**src/rtl/id_ex_stage.sv**
```systemverilog
// id_ex_stage
//   ID/EX pipeline register of the 5-stage MIPS core. It captures the 12-bit
//   control bundle from control_unit together with the ID-stage operands and
//   register specifiers. It also detects load-use hazards: when one is found it
//   raises stall so the PC and IF/ID hold, and it loads a bubble into EX. A flush
//   from branch/jump resolution kills the instruction that would enter EX.
//
//   Ports
//     clk, rst            rising-edge clock, synchronous active-high reset
//     ctrl_in, valid_in   control bundle and valid flag of the ID instruction
//     flush               kill the instruction entering EX
//     pc_plus4_in, rs_data_in, rt_data_in, imm_in   ID-stage operands
//     rs_in, rt_in, rd_in register specifiers
//     *_out               registered EX-stage copies of the above
//     stall               combinational hold request for PC and IF/ID
//     bubble_cnt          saturating count of hazard bubbles
//                         (present only when ID_EX_BUBBLE_CNT_EN is defined)
//
//   Control bundle: [11:10] regdst, [9] jump, [8] branch, [7] memread,
//                   [6:5] memtoreg, [4:3] aluop, [2] memwrite, [1] alusrc,
//                   [0] regwrite.
//
//   Build option: ID_EX_BUBBLE_CNT_EN adds the bubble counter and its port.
module id_ex_stage #(
  parameter int DATA_W     = 32,
  parameter int REG_ADDR_W = 5,
  parameter int CTRL_W     = 12,
  parameter int CNT_W      = 16
) (
  input  logic                  clk,
  input  logic                  rst,
  input  logic [CTRL_W-1:0]     ctrl_in,
  input  logic                  valid_in,
  input  logic                  flush,
  input  logic [DATA_W-1:0]     pc_plus4_in,
  input  logic [DATA_W-1:0]     rs_data_in,
  input  logic [DATA_W-1:0]     rt_data_in,
  input  logic [DATA_W-1:0]     imm_in,
  input  logic [REG_ADDR_W-1:0] rs_in,
  input  logic [REG_ADDR_W-1:0] rt_in,
  input  logic [REG_ADDR_W-1:0] rd_in,
  output logic [CTRL_W-1:0]     ctrl_out,
  output logic                  valid_out,
  output logic [DATA_W-1:0]     pc_plus4_out,
  output logic [DATA_W-1:0]     rs_data_out,
  output logic [DATA_W-1:0]     rt_data_out,
  output logic [DATA_W-1:0]     imm_out,
  output logic [REG_ADDR_W-1:0] rs_out,
  output logic [REG_ADDR_W-1:0] rt_out,
  output logic [REG_ADDR_W-1:0] rd_out,
  output logic                  stall
`ifdef ID_EX_BUBBLE_CNT_EN
  ,
  output logic [CNT_W-1:0]      bubble_cnt
`endif
);

  logic [CTRL_W-1:0]     ctrl_q, ctrl_d;
  logic                  valid_q, valid_d;
  logic [DATA_W-1:0]     pc_plus4_q, pc_plus4_d;
  logic [DATA_W-1:0]     rs_data_q, rs_data_d;
  logic [DATA_W-1:0]     rt_data_q, rt_data_d;
  logic [DATA_W-1:0]     imm_q, imm_d;
  logic [REG_ADDR_W-1:0] rs_q, rs_d;
  logic [REG_ADDR_W-1:0] rt_q, rt_d;
  logic [REG_ADDR_W-1:0] rd_q, rd_d;

  logic uses_rt;
  logic hazard;
  logic bubble;

  // The ID instruction reads rt as a source for R-type, branch and store.
  assign uses_rt = (ctrl_in[11:10] == 2'b01) | ctrl_in[8] | ctrl_in[2];

  // A load in EX whose destination (rt) feeds the ID instruction. A load to $0
  // never creates a dependency.
  assign hazard = valid_q & ctrl_q[7] & (rt_q != '0) & valid_in &
                  ((rt_q == rs_in) | (uses_rt & (rt_q == rt_in)));

  assign stall  = hazard & ~flush & ~rst;
  assign bubble = flush | hazard;

  always_comb begin
    ctrl_d     = valid_in ? ctrl_in : '0;
    valid_d    = valid_in;
    pc_plus4_d = pc_plus4_in;
    rs_data_d  = rs_data_in;
    rt_data_d  = rt_data_in;
    imm_d      = imm_in;
    rs_d       = rs_in;
    rt_d       = rt_in;
    rd_d       = rd_in;
    if (bubble) begin
      ctrl_d     = '0;
      valid_d    = 1'b0;
      pc_plus4_d = '0;
      rs_data_d  = '0;
      rt_data_d  = '0;
      imm_d      = '0;
      rs_d       = '0;
      rt_d       = '0;
      rd_d       = '0;
    end
  end

  always_ff @(posedge clk) begin
    if (rst) begin
      ctrl_q     <= '0;
      valid_q    <= 1'b0;
      pc_plus4_q <= '0;
      rs_data_q  <= '0;
      rt_data_q  <= '0;
      imm_q      <= '0;
      rs_q       <= '0;
      rt_q       <= '0;
      rd_q       <= '0;
    end else begin
      ctrl_q     <= ctrl_d;
      valid_q    <= valid_d;
      pc_plus4_q <= pc_plus4_d;
      rs_data_q  <= rs_data_d;
      rt_data_q  <= rt_data_d;
      imm_q      <= imm_d;
      rs_q       <= rs_d;
      rt_q       <= rt_d;
      rd_q       <= rd_d;
    end
  end

  assign ctrl_out     = ctrl_q;
  assign valid_out    = valid_q;
  assign pc_plus4_out = pc_plus4_q;
  assign rs_data_out  = rs_data_q;
  assign rt_data_out  = rt_data_q;
  assign imm_out      = imm_q;
  assign rs_out       = rs_q;
  assign rt_out       = rt_q;
  assign rd_out       = rd_q;

`ifdef ID_EX_BUBBLE_CNT_EN
  logic [CNT_W-1:0] cnt_q, cnt_d;

  // Counts only hazard bubbles; a flush in the same cycle takes precedence.
  always_comb begin
    cnt_d = cnt_q;
    if (hazard && !flush && (cnt_q != '1)) cnt_d = cnt_q + 1'b1;
  end

  always_ff @(posedge clk) begin
    if (rst) cnt_q <= '0;
    else     cnt_q <= cnt_d;
  end

  assign bubble_cnt = cnt_q;
`else
  // Keeps CNT_W referenced when the counter is not built.
  logic [CNT_W-1:0] unused_cnt_w;
  assign unused_cnt_w = '0;
`endif

endmodule

```
**config.mk**
```make
export PLATFORM = sky130hd
export DESIGN_NAME = id_ex_stage
export DESIGN_NICKNAME = d
export VERILOG_FILES = /design/src/rtl/id_ex_stage.sv
export SDC_FILE = /design/constraint.sdc
export NUM_CORES = 1
export LEC_CHECK = 0
export ABC_AREA = 1
export CAP_MARGIN = 20
export CORE_MARGIN = 2
export CORE_UTILIZATION = 33
export CTS_BUF_LIST = sky130_fd_sc_hd__clkbuf_4
export DETAILED_ROUTE_END_ITERATION = 12
export GPL_ROUTABILITY_DRIVEN = 0
export PLACE_DENSITY = 0.8
export SETUP_SLACK_MARGIN = 0.3
export SLEW_MARGIN = 20
export SYNTH_ARGS = -nofsm -noshare
export SYNTH_HDL_FRONTEND = slang
export SYNTH_SLANG_ARGS = --single-unit
```
**constraint.sdc**
```tcl
create_clock -name clk -period 1.4 [get_ports clk]
set_input_delay 0.28 -clock clk [delete_from_list [all_inputs] [get_ports clk]]
set_output_delay 0.28 -clock clk [all_outputs]
set_load 0.05 [all_outputs]
```
==> impl_summary.txt, run 1 <==
----------------------------------------------------
[STA]
  Clock skew after layout ... 0.03065 ns
  Tcrit/Tclk final ... 157.0%
  Unrepaired setup endpoints after global routing ... true
  Max-slew violation count ... 0
  Final count of negative-setup-slack endpoints ... 162
  Final worst slack ... -0.7974 ns
  Remaining max-slew budget at the tightest pin ... 52.82%
  Slew at the pin with the worst max-slew slack ... 0.7069 ns
  Highest Clock Rate ... 455.1 MHz
  Min cycle time layout ... 2.197 ns
  Final hold vios ... 0

[Clock network]
  TritonCTS buffer count ... 17
  Clock Tree Buf Depth ... 2
  H-Tree Level Count ... 4
  Sinks on Clock Net ... 156
  Insertion delay of the later-clocked pin in the worst-skew pair ... 0.55 ns
  Clock tree from TritonCTS ... yes
  Worst-path clk slew ... 0.15 ns
  Clock Root Buffer ... sky130_fd_sc_hd__clkbuf_4
  Cts hold-fix bufs ... 0

[Critical path]
  CP arrival ... about 1.9 ns
  FF-to-FF Start ... rt_out[1]
  Crit end category ... output port
  Top fanout value on the critical path ... 4
  Capture point of the worst reg-to-reg path ... pc_plus4_out[0]
  R2R setup slack ... -0.47 ns
  Path type of the worst setup path ... flop to output port
  R2R cell count ... 12
  Worst setup SP type ... flop
  Worst Path Required ... 1.12 ns

[GRT]
  Aggregate global-route resource usage ... 24.65%
  Via count of the first global-routing pass ... 4952
  Met3 track utilization from global routing ... 12.17%
  Fraction of met1 tracks used by global routing ... 22.16%
  Routing layer with the top usage in global route ... met2
  Maximum number of pins on one net before global-route repair ... 17
  Met2 usage in global routing ... about 47%
  Wire length of the first global-routing pass ... 27.10 mm
  Overall overflow remaining after global route ... 0
  Number of antenna violations at the first check in global routing ... 1

[Yosys]
  Number of distinct library cells after synthesis ... 13
  Number of register bits inferred by synthesis ... around 160
  Net count after synthesis ... roughly 700
  Synthesized netlist cell count ... 536
  Leading area contributor after synthesis ... sky130_fd_sc_hd__dfxtp_1
  Synthesis Warnings ... 0
  Avg Cell Area, Syn ... roughly 8.6 sq um
  Fraction of post-synthesis cell area in the top cell type by area ... 67.68%
  Combined area of all synthesized cells ... roughly 0.0046 sq mm
  Largest cells by area after synthesis ... sky130_fd_sc_hd__dfxtp_1 (68%), sky130_fd_sc_hd__nor2_1 (13%), sky130_fd_sc_hd__inv_1 (13%), sky130_fd_sc_hd__nand2_1 (2.4%), sky130_fd_sc_hd__buf_4 (0.98%)
  Sequential share of the synthesized area ... around two thirds

[Cells and area]
  Share of final-layout standard cells stronger than drive strength 1 ... 51.03%
  Synthesis-to-finish area growth ... 142.1%
  Final non-filler cell total ... 1102
  Final Net Count ... 1067
  Fill cells ... around 670

[Routing]
  Post-detailed-route wirelength per cell ... 19.13 um
  Number of vias per cell after detailed routing ... about 4.4
  Final WL ... 21.09 mm
  Detailed-router iteration count before antenna repair ... 5
  Iter 0 DRT Violations ... 241
  Total DRC errors in the routed layout ... 0
  Number of vias after detailed routing ... 4811
  Post-detailed-route count of antenna-violating nets ... 0

[Floorplan]
  Die Footprint ... approximately 0.015 sq mm
  Number of ports placed on the die boundary ... 316
  Starting Density ... 33.50%
  Cell Rows ... 43
  Total core area ... 0.01377 sq mm
  Die W ... about 120 um
  Die Height ... 122.3 um

[Placed design]
  Placed Cells ... 1042
  Worst-case setup slack after placement ... -0.6396 ns
  Post-detail-place hpwl ... 13.07 mm
  IO buf count ... roughly 320

[Pwr]
  Static Leakage ... 5.249 nW
  Power Dens Cells ... 982.1 mW/mm^2
  Worst vdd ir ... 864.0 uV

[Min path]
  Worst min-delay path class ... input pin to flop
  Hold Path End ... imm_out[15]
  HP Start ... imm_in[15]
  Cell depth of the worst hold path ... 3

[Run]
  Max-cap violations ... 0

[Status]
  Result of the run ... finished, violations left
  Violated checks ... negative setup slack

----------------------------------------------------
[layout make-up]
type                            instances  area [sq um]  share of cell area, %
Tap cell                              180         225.2                  2.016
Sequential cell                       156          3323                  29.75
Inverter                              162         613.1                  5.488
Antenna cell                            1         2.502                0.02240
Clock buffer                           21         157.7                  1.411
Multi-Input combinational cell        204          1071                  9.588
Clock inverter                         11         240.2                  2.151
Timing Repair Buffer                  367          5538                  49.57
[power by group]
part	leakage [nW]	switching [W]	internal [W]	total (W)
registers	1.34	0.000159	0.00464	0.00480
clock network	0.208	0.00164	0.00204	0.00369
logic	3.70	0.00116	0.00133	0.00248
total	5.25	0.00296	0.00801	0.0110
[state kept, by name, indices dropped and copies added, names as in the netlist]
name and count:
ctrl_out 12, imm_out 32, pc_plus4_out 32, rd_out 5, rs_data_out 32, rs_out 5
rt_data_out 32, rt_out 5, valid_out 1
[metrics by stage]
step | TNS [ns] | total power (W) | cell area (sq um) | hold slack, ns | util (%)
after floorplan | -4.513 | 0.005637 | 4677 | 0.3848 | -
after global placement | -84.25 | 0.006967 | 9737 | 0.7265 | 70.69
after detailed placement | -87.64 | 0.007029 | 9737 | 0.7280 | 70.69
after CTS | -31.44 | 0.01074 | 10610 | 0.1876 | 77.01
after global routing | -72.21 | 0.01136 | 11170 | 0.1784 | 81.10
final | -60.04 | 0.01097 | 11170 | 0.2454 | 81.10
[repair_timing]
item                       4_1_cts  5_1_grt
cloned                           8        6
setup endpoints to repair      313      313
resized for setup              150      105
buffers inserted                 2       11
pin swaps                        7       11
[placed cells by master, fill, tap and decap left out]
cell type and n:
sky130_fd_sc_hd__nand4_1 2, sky130_fd_sc_hd__nand3_2 1, sky130_fd_sc_hd__clkinvlp_4 1, sky130_fd_sc_hd__nand2_4 1, sky130_fd_sc_hd__nor2_2 52, sky130_fd_sc_hd__nand3_4 1, sky130_fd_sc_hd__diode_2 1, sky130_fd_sc_hd__bufinv_16 7
sky130_fd_sc_hd__nand2_8 3, sky130_fd_sc_hd__buf_12 168, sky130_fd_sc_hd__nor2_4 8, sky130_fd_sc_hd__inv_2 4, sky130_fd_sc_hd__clkinv_2 1, sky130_fd_sc_hd__buf_8 4, sky130_fd_sc_hd__dfxtp_2 145, sky130_fd_sc_hd__nand2_2 6
sky130_fd_sc_hd__clkinv_4 2, sky130_fd_sc_hd__buf_6 8, sky130_fd_sc_hd__clkdlybuf4s50_1 158, sky130_fd_sc_hd__buf_4 17, sky130_fd_sc_hd__clkbuf_4 21, sky130_fd_sc_hd__dfxtp_4 5, sky130_fd_sc_hd__buf_16 6, sky130_fd_sc_hd__dfxtp_1 6
sky130_fd_sc_hd__xnor2_1 1, sky130_fd_sc_hd__nor3_4 1, sky130_fd_sc_hd__nor2_1 104, sky130_fd_sc_hd__nand2_1 23, sky130_fd_sc_hd__nand3_1 1, sky130_fd_sc_hd__clkbuf_16 6, sky130_fd_sc_hd__inv_4 2, sky130_fd_sc_hd__inv_1 156
[Yosys cell counts, drive strengths merged]
library cell and n:
xnor2 1, inv 162, buf 16, nand3 3, nand4 2, dfxtp 156
nand2 31, nor2 164, nor3 1
[cell families after synthesis]
| kind of cell | after synthesis | synth area share, % |
|---|---|---|
| simple gates | 201 | 16.62 |
| buf+inv | 178 | 15.51 |
| flops | 156 | 67.68 |
| xor+xnor | 1 | 0.1898 |
[critical path, cell delays in order, from the launching register on]
cell and delay, ns:
sky130_fd_sc_hd__dfxtp_4 0.40, sky130_fd_sc_hd__inv_4 0.05, sky130_fd_sc_hd__nand2_1 0.05, sky130_fd_sc_hd__nand2_1 0.05
sky130_fd_sc_hd__nor2_1 0.17, sky130_fd_sc_hd__nand3_1 0.12, sky130_fd_sc_hd__nand2_2 0.11, sky130_fd_sc_hd__nand2_4 0.06
sky130_fd_sc_hd__nor3_4 0.22, sky130_fd_sc_hd__buf_12 0.17
[per-layer routing]
layer	routed length (um)	vias to the layer above	part of all wire, %
met5	0	-	0
met3	2270	44	11
met1	6738	2257	32
met2	11390	288	54
met4	691	0	3.3
li1	-	2222	-
[how the worst max path moves through the flow]
stage	startpoint	to	slack [ns]	depth (start not counted)
final	rt_out[1]	stall	-0.80	9
after floorplan	rt_out[4]	stall	-0.23	8
after CTS	rt_out[1]	stall	-0.69	9
after detailed placement	ctrl_in[10]	rt_data_out[26]	-0.64	11
after global placement	rs_in[4]	pc_plus4_out[9]	-0.59	11
after global routing	rt_out[1]	stall	-0.93	9
Note: power is estimated with default switching activity, not from simulation.
==> run 2: changes to the inputs <==
Settings changed: CORE_AREA from default to 2 2 124 126, CORE_MARGIN 2 to default, CORE_UTILIZATION 33 to default, DIE_AREA from default to 0 0 126 128, PLACE_DENSITY 0.8 to 0.73.
Clock period 1.4 ns to 2.3 ns, I/O delays scaled along.
==> run 2 against run 1 <==
  * Via count shrank 14%
  * Clock-buffer cell count shrank 4
  * Utilization fell by 26 points
  * The flow now finishes without violations
  * Global-route usage is 8.6 points lower
  * Critical endpoint unchanged
  * Worst hold slack better by 0.17 ns
==> impl_summary.txt, run 2 (synthesized netlist as in run 1, its figures left out) <==
----------------------------------------------------
[STA]
  Final hold vios ... 0 (unchanged)
  Summed negative setup slack over all endpoints ... 0 ns (was -60.04 ns)
  Clock skew after layout ... 0.01984 ns (was 0.03065 ns)
  Final worst slack ... 0.04222 ns (was -0.7974 ns)
  Max-slew violation count ... 0 (unchanged)
  Remaining max-slew budget at the tightest pin ... 63.83% (was 52.82%)
  Min cycle time layout ... around 2.3 ns
  Highest Clock Rate ... 442.9 MHz
  Tcrit/Tclk final ... 98.16%
  Unrepaired setup endpoints after global routing ... true (unchanged)
  Final count of negative-setup-slack endpoints ... 0 (was 162)
  Slew at the pin with the worst max-slew slack ... 0.5447 ns (was 0.7069 ns)
  Worst slack on hold paths ... 0.4110 ns (was 0.2454 ns)

[Cells and area]
  Share of final-layout standard cells stronger than drive strength 1 ... 7.937% (was 51.03%)
  Most frequent cells in the layout ... sky130_fd_sc_hd__nor2_1 (162), sky130_fd_sc_hd__clkdlybuf4s50_1 (158), sky130_fd_sc_hd__inv_1 (157) (was sky130_fd_sc_hd__buf_12 (168), sky130_fd_sc_hd__clkdlybuf4s50_1 (158), sky130_fd_sc_hd__inv_1 (156))
  Synthesis-to-finish area growth ... 77.58% (was 142.1%)
  Fill cells ... 1406 (was 671)
  Post-layout util ... 55.13% (was 81.10%)
  Post-route design area ... 0.008194 sq mm (was 0.01117 sq mm)
  Final Net Count ... 1028 (was 1067)
  Antenna cell count ... 0 (was 1)
  Most frequent standard cell in the layout excluding fill and tap cells ... sky130_fd_sc_hd__nor2_1 (was sky130_fd_sc_hd__buf_12)

[Routing]
  Final WL ... 13.25 mm (was 21.09 mm)
  Met2 routed WL ... 6.745 mm (was 11.39 mm)
  Top routing layer in use ... met4 (unchanged)
  Detailed-router iteration count before antenna repair ... 4 (was 5)
  Number of vias per cell after detailed routing ... 3.847 (was 4.366)
  Post-detailed-route count of antenna-violating nets ... 0 (unchanged)
  Post-detailed-route wirelength per cell ... 12.39 um (was 19.13 um)
  Number of vias after detailed routing ... 4116 (was 4811)
  Detail Route met3 WL ... 1.332 mm (was 2.270 mm)
  Wire length on met1 ... 4.980 mm (was 6.738 mm)
  Total DRC errors in the routed layout ... 0 (unchanged)
  Iter 0 DRT Violations ... 105 (was 241)

[Run]
  Max-cap violations ... 0 (unchanged)

[Critical path]
  Path type of the worst setup path ... input pin to output port (was flop to output port)
  Top fanout value on the critical path ... 2 (was 4)
  Worst setup SP type ... input pin (was flop)
  R2R cell count ... 11 (was 12)
  Crit end category ... output port (unchanged)
  CP arrival ... 1.80 ns (was 1.92 ns)
  Worst Path Required ... 1.84 ns (was 1.12 ns)

[GRT]
  Aggregate global-route resource usage ... 16.09% (was 24.65%)
  Maximum number of pins on one net before global-route repair ... 40 (was 17)
  Wire length of the first global-routing pass ... 19.89 mm (was 27.10 mm)
  Via count of the first global-routing pass ... 3952 (was 4952)
  Overall overflow remaining after global route ... 0 (unchanged)
  Number of antenna violations at the first check in global routing ... 0 (was 1)

[Pwr]
  Power Dens Cells ... 667.8 mW/mm^2 (was 982.1 mW/mm^2)
  Worst vdd ir ... 338.5 uV (was 864.0 uV)
  Static Leakage ... 4.580 nW (was 5.249 nW)

[Clock network]
  Clock tree from TritonCTS ... yes (unchanged)
  H-Tree Level Count ... 4 (unchanged)
  Clock Tree Buf Depth ... 2 (unchanged)
  Clock Root Buffer ... sky130_fd_sc_hd__clkbuf_4 (unchanged)
  Sinks on Clock Net ... 156 (unchanged)
  TritonCTS buffer count ... 17 (unchanged)
  Insertion delay of the later-clocked pin in the worst-skew pair ... 0.55 ns (about the same)
  Worst-path clk slew ... 0.14 ns (was 0.15 ns)

[Min path]
  Cell depth of the worst hold path ... 3 (unchanged)
  Worst min-delay path class ... input pin to flop (unchanged)

[Placed design]
  Post-detail-place hpwl ... 10.51 mm (was 13.07 mm)
  Worst-case setup slack after placement ... -0.01278 ns (was -0.6396 ns)
  IO buf count ... 315 (unchanged)
  Instance area at placement ... 0.008055 sq mm (was 0.009737 sq mm)

[Floorplan]
  Die W ... 126 um (was 122.3 um)
  Starting Density ... 31.04% (was 33.50%)
  Die Height ... 128 um (was 122.3 um)
  Cell Rows ... 45 (was 43)
  Die Footprint ... 0.01613 sq mm (was 0.01495 sq mm)
  Total core area ... 0.01486 sq mm (was 0.01377 sq mm)
  Number of ports placed on the die boundary ... 316 (unchanged)

[Status]
  Result of the run ... finished clean (was finished, violations left)

----------------------------------------------------
run 2: changes by cell type in the layout (fill, tap and decap cells not counted), moves of 8 or more:
cell / change
sky130_fd_sc_hd__buf_12: -164
sky130_fd_sc_hd__dfxtp_2: -143
sky130_fd_sc_hd__dlygate4sd2_1: +142
sky130_fd_sc_hd__buf_6: -8
sky130_fd_sc_hd__clkdlybuf4s15_1: +9
sky130_fd_sc_hd__nor2_2: -50
sky130_fd_sc_hd__nor2_4: -8
sky130_fd_sc_hd__dfxtp_1: +145
sky130_fd_sc_hd__nor2_1: +58
run 2: worst paths after layout:
path,startpoint,end,slack [ns]
worst min register to register,ctrl_out[7],valid_out,0.98
worst max register to register,rt_out[1],imm_out[22],0.63
worst min-delay path,imm_in[6],imm_out[6],0.41
worst max-delay path,rs_in[1],stall,0.04
run 2: worst max-delay path, stage by stage:
cell and delay [ns]:
sky130_fd_sc_hd__clkdlybuf4s50_1 0.49, sky130_fd_sc_hd__inv_1 0.06, sky130_fd_sc_hd__nand2_1 0.05, sky130_fd_sc_hd__nand2_1 0.05, sky130_fd_sc_hd__nor2_1 0.12, sky130_fd_sc_hd__nand3_1 0.09
sky130_fd_sc_hd__nand2_1 0.09, sky130_fd_sc_hd__nand2_2 0.07, sky130_fd_sc_hd__nor3_4 0.15, sky130_fd_sc_hd__buf_12 0.16
run 2: metrics by stage:
stage,cells,total power [W]
after floorplan,536,0.003429
after CTS,1069,0.005549
after global placement,1035,0.003946
after global routing,1070,0.005733
final,1070,0.005472
after detailed placement,1035,0.003960
run 2: layout make-up:
cell class,instances,area [sq um],area share (%)
inverter,162,613.1,7.482
clock buffer,17,127.6,1.557
clock inverter,15,153.9,1.878
tap,188,235.2,2.871
timing repair buffer,330,3123,38.11
sequential,156,3137,38.28
multi-input combinational,202,804.5,9.818
run 2: timing repair:
action	CTS	global route
endpoints found under the setup margin	157	13
hold buffers	0	0
gates resized for setup	165	21
buffers inserted	2	1
pin swaps	5	6
run 2: where the power goes:
part / switching [W] / internal [W] / total [W] / leakage [nW]
registers: 0.0000261 / 0.00281 / 0.00283 / 1.28
clock network: 0.00107 / 0.000580 / 0.00165 / 0.150
logic: 0.000585 / 0.000402 / 0.000987 / 3.15
total: 0.00168 / 0.00379 / 0.00547 / 4.58
run 2: layer usage:
| metal | track usage, % | up-vias |
|---|---|---|
| li1 | - | 2125 |
| met1 | 16.59 | 1782 |
| met2 | 28.49 | 196 |
| met3 | 7.638 | 13 |
| met4 | 5.947 | 0 |
| met5 | 0 | - |
==> run 3: changes to the inputs <==
Settings changed: REMOVE_ABC_BUFFERS from default to 1, SKIP_CTS_REPAIR_TIMING from default to 1.
==> run 3 against run 2 <==
  * Non-clock buffer count decreased by 4
  * Maximum frequency grew 0.24%
  * Sequential power barely moved
  * Setup slack gained 0.0054 ns
  * Utilization up 3.5 points
  * Final area grew 6.3%
  * Sequential share of layout area fell by 2.3 points
  * Die area did not move
  * First-iteration DRC count increased by 24%
  * Worst hold slack improved by 0.018 ns
  * Global-route usage down 0.64 points
  * Cell count decreased by 0.28%
  * Largest power group unchanged
  * Highest routed layer unchanged
==> impl_summary.txt, run 3 (synthesized netlist as in run 1, its figures left out) <==
----------------------------------------------------
[Pwr]
  Power Dens Cells ... 614.3 mW/mm^2 (was 667.8 mW/mm^2)
  Static Leakage ... 6.537 nW (was 4.580 nW)
  Worst vdd ir ... 326.5 uV (was 338.5 uV)

[STA]
  Remaining max-slew budget at the tightest pin ... 60.59% (was 63.83%)
  Final worst slack ... 0.04766 ns (was 0.04222 ns)
  Unrepaired setup endpoints after global routing ... true (unchanged)
  Final hold vios ... 0 (unchanged)
  Final count of negative-setup-slack endpoints ... 0 (unchanged)
  Slew at the pin with the worst max-slew slack ... 0.5902 ns (was 0.5447 ns)
  Min cycle time layout ... 2.252 ns (was 2.258 ns)
  Highest Clock Rate ... 444.0 MHz (was 442.9 MHz)
  Max-slew violation count ... 0 (unchanged)
  Worst slack on hold paths ... 0.4295 ns (was 0.4110 ns)
  Clock skew after layout ... 0.01269 ns (was 0.01984 ns)
  Tcrit/Tclk final ... 97.93% (was 98.16%)

[Cells and area]
  Synthesis-to-finish area growth ... 88.75% (was 77.58%)
  Most frequent cells in the layout ... sky130_fd_sc_hd__nor2_1 (163), sky130_fd_sc_hd__inv_1 (158), sky130_fd_sc_hd__clkdlybuf4s50_1 (158) (was sky130_fd_sc_hd__nor2_1 (162), sky130_fd_sc_hd__clkdlybuf4s50_1 (158), sky130_fd_sc_hd__inv_1 (157))
  Most frequent standard cell in the layout excluding fill and tap cells ... sky130_fd_sc_hd__nor2_1 (unchanged)
  Share of final-layout standard cells stronger than drive strength 1 ... 5.923% (was 7.937%)
  Post-route design area ... 0.008710 sq mm (was 0.008194 sq mm)
  Final Net Count ... 1024 (was 1028)
  Final non-filler cell total ... 1067 (was 1070)
  Fill cells ... 1271 (was 1406)

[Run]
  Max-cap violations ... 0 (unchanged)

[Critical path]
  Top fanout value on the critical path ... 2 (unchanged)
  Worst-path cell chain ... clkdlybuf4s50_1 > inv_1 > nand2_1 > nand2_1 > nor2_1 > nand3_1 > nand2_1 > nand2_2 > nor3_2 > buf_4 > buf_12 (was clkdlybuf4s50_1 > inv_1 > nand2_1 > nand2_1 > nor2_1 > nand3_1 > nand2_1 > nand2_2 > nor3_4 > buf_12)
  Buffering stage count on the worst path with inverters included ... 4 (was 3)
  Delay-heaviest family, CP ... buffers and inverters (unchanged)
  Capture point of the critical path ... stall (unchanged)
  R2R cell count ... 11 (unchanged)
  Worst setup SP type ... input pin (unchanged)
  CP arrival ... 1.79 ns (was 1.80 ns)
  Capture point of the worst reg-to-reg path ... imm_out[3] (was imm_out[22])
  Worst Path Required ... 1.84 ns (about the same)
  FF-to-FF Start ... rt_out[2] (was rt_out[1])
  Path type of the worst setup path ... input pin to output port (unchanged)
  R2R setup slack ... 0.76 ns (was 0.63 ns)
  Critical Path Start ... rs_in[1] (unchanged)
  Instance count on the critical path ... 11 (was 10)
  Slowest-stage cell, CP ... sky130_fd_sc_hd__clkdlybuf4s50_1 (unchanged)
  Maximum single-stage delay on the critical path ... 0.50 ns (was 0.49 ns)
  Most Frequent Cell on Critical Path ... sky130_fd_sc_hd__nand2_1 (unchanged)
  Crit end category ... output port (unchanged)

[Floorplan]
  Die Footprint ... 0.01613 sq mm (unchanged)
  Die Height ... 128 um (unchanged)
  Number of ports placed on the die boundary ... 316 (unchanged)
  Cell Rows ... 45 (unchanged)
  Total core area ... 0.01486 sq mm (unchanged)
  Die W ... 126 um (unchanged)
  Starting Density ... 31.04% (unchanged)

[Placed design]
  IO buf count ... 315 (unchanged)
  Post-detail-place hpwl ... 10.04 mm (was 10.51 mm)
  Instance area at placement ... 0.008055 sq mm (unchanged)
  Placed Cells ... 1034 (was 1035)
  Worst-case setup slack after placement ... -0.008764 ns (was -0.01278 ns)

[Clock network]
  TritonCTS buffer count ... 17 (unchanged)
  Clock Tree Buf Depth ... 2 (unchanged)
  Clock tree from TritonCTS ... yes (unchanged)
  Worst-path clk slew ... 0.12 ns (was 0.14 ns)
  Insertion delay of the later-clocked pin in the worst-skew pair ... 0.53 ns (was 0.55 ns)
  Clock Root Buffer ... sky130_fd_sc_hd__clkbuf_4 (unchanged)
  Sinks on Clock Net ... 156 (unchanged)
  H-Tree Level Count ... 4 (unchanged)

[Min path]
  HP Start ... imm_in[13] (was imm_in[6])
  Worst min-delay path class ... input pin to flop (unchanged)
  Cell depth of the worst hold path ... 3 (unchanged)

[GRT]
  Aggregate global-route resource usage ... 15.45% (was 16.09%)
  Wire length of the first global-routing pass ... 19.07 mm (was 19.89 mm)
  Maximum number of pins on one net before global-route repair ... 36 (was 40)
  Overall overflow remaining after global route ... 0 (unchanged)
  Via count of the first global-routing pass ... 3815 (was 3952)
  Number of antenna violations at the first check in global routing ... 1 (was 0)

[Routing]
  Iter 0 DRT Violations ... 130 (was 105)
  Total DRC errors in the routed layout ... 0 (unchanged)
  Number of vias per cell after detailed routing ... 3.846 (was 3.847)
  Post-detailed-route count of antenna-violating nets ... 0 (unchanged)
  Number of vias after detailed routing ... 4104 (was 4116)
  Detailed-router iteration count before antenna repair ... 6 (was 4)
  Final WL ... 13.43 mm (was 13.25 mm)
  Post-detailed-route wirelength per cell ... 12.58 um (was 12.39 um)

[Status]
  Result of the run ... finished clean (unchanged)

----------------------------------------------------
[run 3: cell types whose count changed in the layout (fill, tap and decap cells not counted), sizes merged, moves of 2 or more]
cell | before | now
inv | 171 | 162
clkdlybuf4s15 | 11 | 0
dlygate4sd2 | 142 | 0
dlymetal6s2s | 0 | 156
buf | 16 | 12
clkinv | 3 | 8
clkbuf | 20 | 22
[run 3: tightest hold or removal path: cells and delay by family]
family                 cells  cell delay, ns
buffers and inverters      2            0.44
AND/OR/NAND/NOR            1            0.03
[run 3: layer usage]
metal	GRT usage (%)	wire length, um
met2	26.00	6731
met4	7.240	342
met5	0	0
met1	16.19	5094
met3	7.721	1259
[run 3: how the worst min path moves through the flow]
stage | to | slack (ns)
after floorplan | ctrl_out[0] | 0.57
after global placement | valid_out | 0.95
after detailed placement | valid_out | 0.96
after CTS | rs_data_out[7] | 0.36
after global routing | rt_data_out[26] | 0.36
final | imm_out[13] | 0.43
[run 3: layout make-up]
cell class / instances / area (sq um) / share of cell area, %
inverter: 162 / 608.1 / 6.982
multi-input combinational: 202 / 790.8 / 9.079
antenna: 1 / 2.502 / 0.02873
sequential: 156 / 3134 / 35.99
clock inverter: 10 / 75.07 / 0.8619
tap: 188 / 235.2 / 2.701
clock buffer: 22 / 165.2 / 1.896
timing repair buffer: 326 / 3699 / 42.47
[run 3: metrics by stage]
stage	total power, W	utilization [%]	setup TNS, ns
after floorplan	0.003419	-	-54.10
after global placement	0.003949	54.19	0
after detailed placement	0.003960	54.19	-0.008764
after CTS	0.005452	55.81	-0.2172
after global routing	0.005611	58.59	-0.1023
final	0.005350	58.59	0
[run 3: where the power goes]
group	switching, W	total (W)	internal [W]
registers	0.0000260	0.00283	0.00281
clock network	0.000894	0.00147	0.000577
logic	0.000587	0.00105	0.000461
total	0.00151	0.00535	0.00384
